===== config.mk =====
export PLATFORM = sky130hd
export DESIGN_NAME = cascade_and_arbiter
export DESIGN_NICKNAME = d
export VERILOG_FILES = /design/src/rtl/cascade_and_arbiter.sv
export SDC_FILE = /design/constraint.sdc
export NUM_CORES = 1
export LEC_CHECK = 0
export BUFFER_PORTS_ARGS = -buffer_cell sky130_fd_sc_hd__buf_2
export CAP_MARGIN = 20
export CORE_AREA = 2 2 39 41
export CTS_CLUSTER_SIZE = 12
export DETAILED_ROUTE_END_ITERATION = 16
export DIE_AREA = 0 0 41 43
export SYNTH_ARGS = -nofsm -noshare
export SYNTH_HDL_FRONTEND = slang
export SYNTH_SLANG_ARGS = --single-unit

===== constraint.sdc =====
create_clock -name clk -period 1 [get_ports clk]
set_input_delay 0.1 -clock clk [delete_from_list [all_inputs] [get_ports clk]]
set_output_delay 0.1 -clock clk [all_outputs]
set_load 0.01 [all_outputs]

===== src/rtl/cascade_and_arbiter.sv =====
// Two-requester round-robin front end feeding a shared LATENCY-stage cascaded-AND pipeline.
// Results come back tagged with the requester ID; en low freezes the whole pipeline.
module cascade_and_arbiter #(
   parameter int unsigned WIDTH   = 1,
   parameter int unsigned LATENCY = 2
) (
   input  logic             clk,
   input  logic             rst,
   input  logic             en,
   input  logic             req0,
   input  logic [WIDTH-1:0] a0,
   input  logic [WIDTH-1:0] b0,
   output logic             gnt0,
   input  logic             req1,
   input  logic [WIDTH-1:0] a1,
   input  logic [WIDTH-1:0] b1,
   output logic             gnt1,
   output logic             res_valid,
   output logic             res_id,
   output logic [WIDTH-1:0] res_data,
   output logic             busy
);

   typedef enum logic {
      PRI_0 = 1'b0,
      PRI_1 = 1'b1
   } pri_t;

   pri_t ptr_q, ptr_d;

   logic [LATENCY-1:0]            vld_q,  vld_d;
   logic [LATENCY-1:0]            id_q,   id_d;
   logic [LATENCY-1:0][WIDTH-1:0] data_q, data_d;

   logic active;
   logic gnt0_c;
   logic gnt1_c;

   // Contention resolves to the pointer; a lone requester always wins.
   always_comb begin
      active = en & ~rst;
      gnt0_c = active & req0 & (~req1 | (ptr_q == PRI_0));
      gnt1_c = active & req1 & (~req0 | (ptr_q == PRI_1));

      ptr_d = ptr_q;
      if (gnt0_c) begin
         ptr_d = PRI_1;
      end else if (gnt1_c) begin
         ptr_d = PRI_0;
      end
   end

   always_comb begin
      vld_d  = vld_q;
      id_d   = id_q;
      data_d = data_q;
      if (en) begin
         vld_d[0] = gnt0_c | gnt1_c;
         id_d[0]  = gnt1_c;
         if (gnt1_c) begin
            data_d[0] = a1 & b1;
         end else if (gnt0_c) begin
            data_d[0] = a0 & b0;
         end else begin
            data_d[0] = '0;
         end
         for (int unsigned i = 1; i < LATENCY; i++) begin
            vld_d[i]  = vld_q[i-1];
            id_d[i]   = id_q[i-1];
            data_d[i] = data_q[i-1];
         end
      end
   end

   always_ff @(posedge clk) begin
      if (rst) begin
         ptr_q  <= PRI_0;
         vld_q  <= '0;
         id_q   <= '0;
         data_q <= '0;
      end else begin
         ptr_q  <= ptr_d;
         vld_q  <= vld_d;
         id_q   <= id_d;
         data_q <= data_d;
      end
   end

   assign gnt0      = gnt0_c;
   assign gnt1      = gnt1_c;
   assign res_valid = vld_q[LATENCY-1];
   assign res_id    = id_q[LATENCY-1];
   assign res_data  = data_q[LATENCY-1];
   assign busy      = |vld_q;

endmodule


# --- After elaboration in Yosys (flattened, before gate mapping) ---
# Index checks and enable logic that the tools add are counted.
word_totals:
  regBits: 7
  inputBits: 9
  wordCells: 25
classes:
  muxes: 4
  bitwise_logic: 14
  n_reduce_logical: 2
ops:
  columns: ["operator", "n"]
  rows:
  - ["AND 1 bit", 7]
  - ["2-to-1 mux 1 bit", 4]
  - ["inverter 1 bit", 4]
  - ["OR 1 bit", 3]
  - ["nonzero test 2 bit", 1]
  - ["OR reduction 2 bit", 1]

# --- Depth between registers and ports, before layout ---
logic_depth:
  depth_word: 6
  depth_mapped: 4

# --- Worst setup path before layout ---
# No wires, ideal clock.
synth_path:
  kind: "register -> register"
  start: "register ptr_q"
  end: "register data_q[0] (netlist name)"
  setup_time_ns: 0.122
  t_arrival_ns: 0.774
  required_ns: 0.878
  setup_slack_ns: 0.105
  stages_incl_launch_ff: 3
  path_cell_list: "dfxtp_1 a21oi_1 a221o_1"
synth_between:
  elab_chain_len: 5
synth_rtl:
  columns: ["item", "line", "rtl"]
  rows:
  - ["from (decl)", "29", "pri_t ptr_q, ptr_d;"]
  - ["from (signal assigned)", "82", "ptr_q <= ptr_d;"]
  - ["inverter 1 bit", "42", "gnt0_c = active & req0 & (~req1 | (ptr_q == PRI_0));"]
  - ["OR 1 bit", "42", null]
  - ["AND 1 bit", "42", null]
  - ["net gnt0", "13", "output logic gnt0,"]
  - ["2-to-1 mux 1 bit", "62", "end else if (gnt0_c) begin"]
  - ["2-to-1 mux 1 bit", "60", "if (gnt1_c) begin"]
  - ["to (signal assigned)", "85", "data_q <= data_d;"]
  - ["to (decl)", "33", "logic [LATENCY-1:0][WIDTH-1:0] data_q, data_d;"]
# The timed path passes the listed nets, and every way through them passes these cells.
# A chain may end at the register's enable or synchronous reset.

# --- Final worst setup path ---
layout_path:
  start: "register ptr_q"
  end: "output port gnt1"
layout_between:
  elab_chain_len: 2
layout_rtl:
  columns: ["item", "line", "rtl"]
  rows:
  - ["OR 1 bit", "43", "gnt1_c = active & req1 & (~req0 | (ptr_q == PRI_1));"]
  - ["AND 1 bit", "43", null]
  - ["to (decl)", "17", "output logic gnt1,"]
# Every way passes these cells.

==> flow_metrics.tcl <==
set metrics [dict create \
    status "finished with violations" \
    violations "setup timing" \
    hold_path_class "input port to flop" \
    period_minus_slack_ns 1.16 \
    antenna_left 0 \
    finalSetupViolCount 4 \
    rr_worst_depth 4 \
    netlist_instances 33 \
    syn_nets 42 \
    ys_types 19 \
    utilization_pct 36.3 \
    synth_flop_cell "dfxtp_1" \
    layout-drive-gt1-share_pct 56.4 \
    vias 316 \
    synth_commonest_cells "7 x dfxtp_1, 7 x nor2_1, 3 x mux2i_1" \
    drc 0 \
    syn_area_um2 324 \
    tritoncts "yes" \
    grt_pass1_vias 305 \
    synth-async-reset-ratio_pct 0 \
    hold_viol 0 \
    n_antenna_cell 0 \
    yosysSeqAreaShare_pct 43.2 \
    hpwl_um 510 \
    drtIter0Drc 6 \
    initial_core_util_pct 23.4 \
    critPathKind "flop to output port" \
    cp-end-kind "output port" \
    clock.fmax_mhz 862 \
    die_width_um 41 \
    drt-total-wl_um 771 \
    ir_drop_v 0.000479 \
    cp_data_required_time_ns 0.90 \
    drv_cap 0 \
    core_area_mm2 0.00138 \
    finalMaxSlewViolations 0 \
    clk_path_buf_depth 2 \
    via_per_inst 4.45 \
    synth-seq-cells 7 \
    path_clk_slew_ns 0.05 \
    worstReg2RegStart "ptr_q$_SDFFE_PP0P_" \
    clkSinkCount 7 \
    critPathLaunchType "flop" \
    grtUsageTotal_pct 10.9 \
    syn2layout_area_growth_pct 54.8 \
    fin_nets 65 \
    yosys_warnings 0 \
    rows 14 \
    synth_edf_count 0 \
    hold_buffers 0 \
    dr.pass1.iters 4 \
    die_area_mm2 0.00176 \
    finalWorstSetupSlack_ns -0.160 \
    critPathMaxFanout 2 \
    ios 15 \
    die_y_um 43 \
    arrival_ns 1.06 \
    synth_top_area_cell "dfxtp_1" \
    cts_buffers 3 \
    cts_root_buf "clkbuf_4" \
    r2r_end "data_q[0]$_SDFFE_PP0P_" \
    finClkSkew_ns 0.00236 \
    crit_start "ptr_q$_SDFFE_PP0P_" \
    numPortBuffers 14 \
    pre_cts_slack_ns 0.0121 \
    place_congestion 0.700 \
    fin_crit_sh_pct 116 \
    rsz0062_at_grt "yes" \
    p_leak_nw 0.235 \
    synthTopCellsByArea "dfxtp_1 43%, mux2i_1 9.3%, nor2_1 8.1%" \
    hold_path_end "vld_q[0]$_SDFFE_PP0P_" \
    antenna_found_initial 0 \
    syn_avg_cell_area_um2 9.82 \
    grt_max_degree 11 \
    synth_top_area_share_pct 43.2 \
    wl_per_cell_um 10.9 \
    gr-total-overflow 0 \
    min_from "rst" \
    power_w 0.000686 \
    cts_max_level 1 \
    worstMarginPinSlew_ns 0.228 \
    clk_latency_ns 0.25 \
    min_path_cells 2 \
    maxSlewHeadroom_pct 84.8 \
    grt_pass1_wl_um 1200 \
    r2r_slack_ns -0.01 \
    power_density_mw_per_mm2 1370 \
]
==> per-layer routing <==
layer  share of wire, %  GRT usage, %
met1                 47          12.8
met2                 42          13.1
met3                8.0          7.85
met4                2.7          8.00
met5                  0             0
==> what timing repair did <==
item | 4_1_cts | 5_1_grt
setup buffers | 3 | 0
resized for setup | 7 | 2
pin swaps | 1 | 0
endpoints found under the setup margin | 3 | 4
==> registers in the layout, indices dropped and copies added (netlist names) <==
name,count
res_data,1
vld_q,2
id_q,2
ptr_q,1
data_q,1
==> kinds of logic after synthesis <==
logic type / after synthesis / share of synthesized area (%)
and+or+nand+nor: 16 / 29.7
muxes: 3 / 9.27
AOI/OAI and AO/OA: 5 / 12.0
buffers and inverters: 2 / 5.79
DFF: 7 / 43.2
==> power by group <==
part | internal [W] | total [W] | switching (W) | leakage, nW
registers | 0.000294 | 0.000300 | 0.00000659 | 0.0583
clock network | 0.000153 | 0.000261 | 0.000109 | 0.0150
logic | 0.0000698 | 0.000125 | 0.0000549 | 0.161
==> worst max path at each step <==
stage,endpoint,slack [ns],depth (start not counted)
finish,gnt1,-0.16,4
global route,gnt1,-0.25,4
floorplan,data_q[0]$_SDFFE_PP0P_,0.10,2
global placement,gnt1,0.02,4
CTS,gnt1,-0.17,4
detailed placement,gnt1,0.01,4
==> cell type report <==
class / instances / area (µm²)
Timing Repair Buffer: 20 / 128
Tap cell: 16 / 20.0
Clock buffer: 4 / 26.3
Fill cell: 151 / 882
Sequential cell: 7 / 144
Multi-Input combinational cell: 24 / 184
==> per-stage QoR <==
step	area (µm²)	TNS, ns	hold WS [ns]	cells
2_1_floorplan	324	0	0.286	33
3_3_place_gp	418	0	0.405	64
3_5_place_dp	418	0	0.410	64
4_1_cts	488	-0.284	0.141	71
5_1_grt	502	-0.469	0.144	71
6_report	502	-0.258	0.141	71
==> layout by cell type (no fill, tap or decap), drive strengths merged, types with 2 or more instances in the layout <==
cell type / count
nor2: 7
mux2i: 3
buf: 20
dfxtp: 7
and2: 2
clkbuf: 4
==> critical path, stage by stage (launching register included) <==
cell and delay, ns:
dfxtp_2 0.33, nor2b_2 0.05, nor3b_2 0.17, and2_1 0.14, buf_2 0.12
Note: power is estimated with default switching activity, not from simulation.
